$ cat src/rtl/id_stage_pipe.sv
// Decode-stage datapath: register file with MEM/WB bypass, immediate extender,
// and the ID/EX pipeline register with stall/flush handling and a bubble counter.
module id_stage_pipe #(
  parameter int XLEN            = 32,
  parameter int NREG            = 32,
  parameter int AW              = 5,
  parameter int NRD             = 2,
  parameter bit BUBBLE_ON_STALL = 1'b1
) (
  input  logic                clk,
  input  logic                reset,
  input  logic                d_valid,
  input  logic [31:0]         d_instr,
  input  logic [XLEN-1:0]     d_pc,
  input  logic [NRD*AW-1:0]   d_raddr,
  input  logic [AW-1:0]       d_dst,
  input  logic                d_ext_op,
  input  logic                stall,
  input  logic                flush,
  input  logic                f_en,
  input  logic [AW-1:0]       f_addr,
  input  logic [XLEN-1:0]     f_data,
  input  logic                w_en,
  input  logic [AW-1:0]       w_addr,
  input  logic [XLEN-1:0]     w_data,
  output logic [NRD*XLEN-1:0] d_rdata,
  output logic                e_valid,
  output logic [NRD*XLEN-1:0] e_rdata,
  output logic [31:0]         e_instr,
  output logic [AW-1:0]       e_dst,
  output logic [XLEN-1:0]     e_ext,
  output logic [XLEN-1:0]     e_pc,
  output logic [31:0]         bubble_cnt
);

  logic [XLEN-1:0]     regs_q [NREG];
  logic [XLEN-1:0]     regs_d [NREG];
  logic [XLEN-1:0]     ext_imm;

  logic                e_valid_q, e_valid_d;
  logic [NRD*XLEN-1:0] e_rdata_q, e_rdata_d;
  logic [31:0]         e_instr_q, e_instr_d;
  logic [AW-1:0]       e_dst_q, e_dst_d;
  logic [XLEN-1:0]     e_ext_q, e_ext_d;
  logic [XLEN-1:0]     e_pc_q, e_pc_d;
  logic [31:0]         bubble_cnt_q, bubble_cnt_d;

  always_comb begin
    regs_d = regs_q;
    if (w_en && (w_addr != '0)) begin
      regs_d[w_addr] = w_data;
    end
  end

  // MEM result is younger than WB, so it wins when both target the same register.
  always_comb begin
    d_rdata = '0;
    for (int k = 0; k < NRD; k++) begin
      if (d_raddr[k*AW +: AW] == '0) begin
        d_rdata[k*XLEN +: XLEN] = '0;
      end else if (f_en && (f_addr == d_raddr[k*AW +: AW])) begin
        d_rdata[k*XLEN +: XLEN] = f_data;
      end else if (w_en && (w_addr == d_raddr[k*AW +: AW])) begin
        d_rdata[k*XLEN +: XLEN] = w_data;
      end else begin
        d_rdata[k*XLEN +: XLEN] = regs_q[d_raddr[k*AW +: AW]];
      end
    end
  end

  assign ext_imm = d_ext_op ? {{(XLEN-16){d_instr[15]}}, d_instr[15:0]}
                            : {{(XLEN-16){1'b0}}, d_instr[15:0]};

  always_comb begin
    e_valid_d    = e_valid_q;
    e_rdata_d    = e_rdata_q;
    e_instr_d    = e_instr_q;
    e_dst_d      = e_dst_q;
    e_ext_d      = e_ext_q;
    e_pc_d       = e_pc_q;
    bubble_cnt_d = bubble_cnt_q;
    if (flush || (stall && BUBBLE_ON_STALL)) begin
      e_valid_d    = 1'b0;
      e_rdata_d    = '0;
      e_instr_d    = '0;
      e_dst_d      = '0;
      e_ext_d      = '0;
      e_pc_d       = '0;
      bubble_cnt_d = (bubble_cnt_q == 32'hFFFF_FFFF) ? bubble_cnt_q : bubble_cnt_q + 32'd1;
    end else if (!stall) begin
      e_valid_d = d_valid;
      e_rdata_d = d_rdata;
      e_instr_d = d_instr;
      e_dst_d   = d_dst;
      e_ext_d   = ext_imm;
      e_pc_d    = d_pc;
    end
  end

  always_ff @(posedge clk) begin
    if (reset) begin
      for (int i = 0; i < NREG; i++) begin
        regs_q[i] <= '0;
      end
      e_valid_q    <= 1'b0;
      e_rdata_q    <= '0;
      e_instr_q    <= '0;
      e_dst_q      <= '0;
      e_ext_q      <= '0;
      e_pc_q       <= '0;
      bubble_cnt_q <= '0;
    end else begin
      regs_q       <= regs_d;
      e_valid_q    <= e_valid_d;
      e_rdata_q    <= e_rdata_d;
      e_instr_q    <= e_instr_d;
      e_dst_q      <= e_dst_d;
      e_ext_q      <= e_ext_d;
      e_pc_q       <= e_pc_d;
      bubble_cnt_q <= bubble_cnt_d;
    end
  end

  assign e_valid    = e_valid_q;
  assign e_rdata    = e_rdata_q;
  assign e_instr    = e_instr_q;
  assign e_dst      = e_dst_q;
  assign e_ext      = e_ext_q;
  assign e_pc       = e_pc_q;
  assign bubble_cnt = bubble_cnt_q;

endmodule

$ cat config.mk
export PLATFORM = sky130hd
export DESIGN_NAME = id_stage_pipe
export DESIGN_NICKNAME = d
export VERILOG_FILES = /design/src/rtl/id_stage_pipe.sv
export SDC_FILE = /design/constraint.sdc
export NUM_CORES = 2
export LEC_CHECK = 0
export BUFFER_PORTS_ARGS = -buffer_cell sky130_fd_sc_hd__buf_4
export CAP_MARGIN = 25
export CORE_UTILIZATION = 40
export CTS_BUF_LIST = sky130_fd_sc_hd__clkbuf_4
export CTS_CLUSTER_DIAMETER = 200
export CTS_CLUSTER_SIZE = 14
export DETAILED_ROUTE_END_ITERATION = 10
export MAX_ROUTING_LAYER = met4
export PLACE_DENSITY = 0.62
export SLEW_MARGIN = 20
export SYNTH_ARGS = -nofsm -noshare
export SYNTH_HDL_FRONTEND = slang
export SYNTH_SLANG_ARGS = --single-unit
$ cat constraint.sdc
create_clock -name clk -period 5.4 [get_ports clk]
set_input_delay 0.27 -clock clk [delete_from_list [all_inputs] [get_ports clk]]
set_output_delay 0.27 -clock clk [all_outputs]
set_load 0.05 [all_outputs]
==> impl_metrics.py <==
metrics = {
    "floorplan": {
        "core_area_um2": 148000,
        "dieWidth_um": 388,
        "start_util_pct": 40.3,
        "fp.dieH_um": 388,
        "num_io_pins": 423,
        "fp-row-count": 141,
        "dieArea_um2": 150000,
    },
    "clocking": {
        "cts-root-buf": "clkbuf_4",
        "clk_pin_slew_ns": 0.16,
        "clockBufferDepth": 3,
        "post_cts_buffers": 0,
        "htreeDepth": 3,
        "clock-sinks": 1191,
        "insertion_delay_ns": 1.22,
        "cts_made_buffers": 95,
        "cts_tree": "built",
    },
    "route": {
        "vias_per_cell": 6.34,
        "dr.pass1.iters": 8,
        "drcViolationCount": 0,
        "drtIter0Drc": 9628,
        "wl_per_cell_um": 28.8,
        "wl_um": 274000,
        "num_vias": 60200,
        "ant_nets": 0,
    },
    "timing": {
        "max_slew_margin_pct": 20.6,
        "fin_setup_tns_ns": 0,
        "fin_crit_ns": 4.58,
        "rsz0062_at_grt": "false",
        "hold_violations": 0,
        "finClkSkew_ns": 0.136,
        "min_period_over_period_pct": 84.7,
        "timing.final.ws_setup_ns": 0.825,
        "setup-violations-final": 0,
        "fmax_ghz": 0.219,
        "report.final.slew_viol_count": 0,
        "tightest_slew_ns": 1.19,
    },
    "placement": {
        "io_buffer_count": 422,
        "post_dp_cell_area_um2": 63600,
        "routabilityCongestion": 0.986,
        "place_ws_ns": 1.33,
        "dpl.hpwl_um": 170000,
    },
    "worst_setup_path": {
        "cp.required_ns": 5.13,
        "crit_family": "buffers and inverters",
        "crit_top_cell": "buf_4",
        "slowest_delay_ns": 0.93,
        "cp_num_buf_inv": 5,
        "crit_chain": "dlygate4sd3_1 -> buf_4 -> or2_1 -> buf_4 -> nor4_4 -> o21bai_1 -> nor2_4 -> buf_4 -> nand2_1 -> nand2_1 -> buf_4",
        "cpMaxStageDelayCell": "nor2_4",
        "path_class": "input pin to primary output",
        "start_kind": "input pin",
        "worstPathArrival_ns": 4.31,
        "worstPathMaxFanout": 31,
        "cp-end-kind": "primary output",
    },
    "cells_and_area": {
        "fin_nets": 7695,
        "most-common-layout-cells": "nand2_1, dfxtp_1, a21oi_1, mux2i_1, buf_4",
        "syn_to_final_growth_pct": 13.2,
        "drive_above_1_share_pct": 12.6,
        "layout_commonest_cell": "nand2_1",
        "fin_area_um2": 67400,
    },
    "synth": {
        "synth-async-reset-ratio_pct": 0,
        "syn_nets": 7504,
        "synth.ff_latch_count": 1191,
        "syn_inst": 7342,
        "synth_edf_count": 0,
        "yosysSeqAreaShare_pct": 40.0,
        "synth_ff_type": "dfxtp_1",
        "synth_area_um2": 59600,
        "ys_types": 61,
        "avgSynthCellArea_um2": 8.11,
        "synth_warnings": 0,
    },
    "global_route": {
        "grt_pass1_wl_um": 385000,
        "grt_overflow": 0,
        "grt_antenna_before_repair": 24,
        "grt_pass1_vias": 54900,
        "grt_usage_pct": 35.6,
        "grt_max_degree": 207,
    },
    "pwr": {
        "total_power_w": 0.0155,
        "vdd_ir_drop_max_uv": 184,
        "p_per_area_nw_per_um2": 229,
        "p_leak_nw": 24.0,
    },
    "flow_run": {
        "max_cap_violations": 0,
    },
    "run_status": {
        "status": "finished, final reports clean",
    },
    "hold_path": {
        "hold_class": "input pin to flip-flop",
    },
}
==> per-stage QoR <==
stage | hold WS (ns) | std cells | utilization (%)
4_1_cts | 0.0160 | 9467 | 45.5
2_1_floorplan | 0.392 | 7342 | -
6_report | 0.0707 | 9497 | 45.6
3_5_place_dp | 0.457 | 9069 | 43.0
3_3_place_gp | 0.450 | 9068 | 43.0
5_1_grt | 0.0900 | 9492 | 45.6
==> final cells by class <==
type | count | area, um^2
Clock inverter | 6 | 95.1
Fill cell | 14400 | 80400
Antenna cell | 27 | 67.6
Inverter | 4 | 15.0
Sequential cell | 1191 | 23800
Clock buffer | 98 | 736
Multi-Input combinational cell | 5369 | 32800
Tap cell | 1930 | 2410
Timing Repair Buffer | 872 | 7520
==> kinds of logic (layout without fill, tap and decap cells) <==
group                    Yosys count  after routing  synth area share (%)
flip-flops                      1191           1191                  40.0
XOR/XNOR                          43             43                 0.632
adder cells (fa/ha/maj)            1              1                0.0210
AO/OA/AOI/OAI                   1694           1694                  17.0
multiplexers                     897            897                  17.9
buffers and inverters            782            980                  5.60
other                              0             27                     0
AND/OR/NAND/NOR                 2734           2734                  18.8
==> worst min-delay path, stage by stage <==
cell	delay, ns
dlygate4sd3_1	0.54
buf_4	0.27
nand2_1	0.11
a21oi_1	0.06
==> synthesized netlist by cell type (all sizes together) (20+ instances only) <==
master   number  area share, %
a2111oi      20           0.56
a21oi      1039            8.7
a22oi       350            4.4
a32oi        23           0.34
and2         82           0.86
and3         30           0.32
buf         220            2.1
clkbuf      558            3.5
dfxtp      1191             40
mux2         39           0.74
mux2i       728             12
mux4        130            4.9
nand2      2148             14
nand3       167            1.4
nand4        58           0.61
nor2        129           0.82
nor2b        44           0.46
nor3         26           0.23
o21ai        70           0.59
o22ai       126            1.3
xnor2        20           0.29
xor2         23           0.34
==> power breakdown <==
group | total [W] | switching (W) | internal [W]
logic | 0.00253 | 0.00176 | 0.000769
clock network | 0.00400 | 0.00306 | 0.000940
registers | 0.00893 | 0.0000580 | 0.00887
total | 0.0155 | 0.00488 | 0.0106
==> timing repair <==
item / 4_1_cts / 5_1_grt
hold buffers: 294 / 0
resized for setup: 0 / 0
endpoints found under the hold margin: 1165 / 0
==> registers in the layout (all words and copies together), names as in the netlist <==
name        cells
e_pc           32
bubble_cnt     32
e_rdata        64
e_dst           5
regs_q       1024
e_ext           1
e_instr        32
e_valid         1
==> worst paths after layout <==
path	start	endpoint	slack, ns	depth (start not counted)
min	w_data[7]	regs_q[807]	0.07	4
max	d_raddr[2]	d_rdata[25]	0.82	11
min reg2reg	regs_q[69]	regs_q[69]	0.48	2
max reg2reg	regs_q[384]	e_rdata[32]	2.48	6
==> layer usage <==
| layer | routed length, um | track usage, % | part of all wire [%] |
|---|---|---|---|
| met5 | 0 | - | 0 |
| met4 | 12400 | 14.7 | 4.5 |
| met3 | 42900 | 13.3 | 16 |
| met2 | 112000 | 49.0 | 41 |
| met1 | 107000 | 46.3 | 39 |
Power figures use the tool's default switching activity.
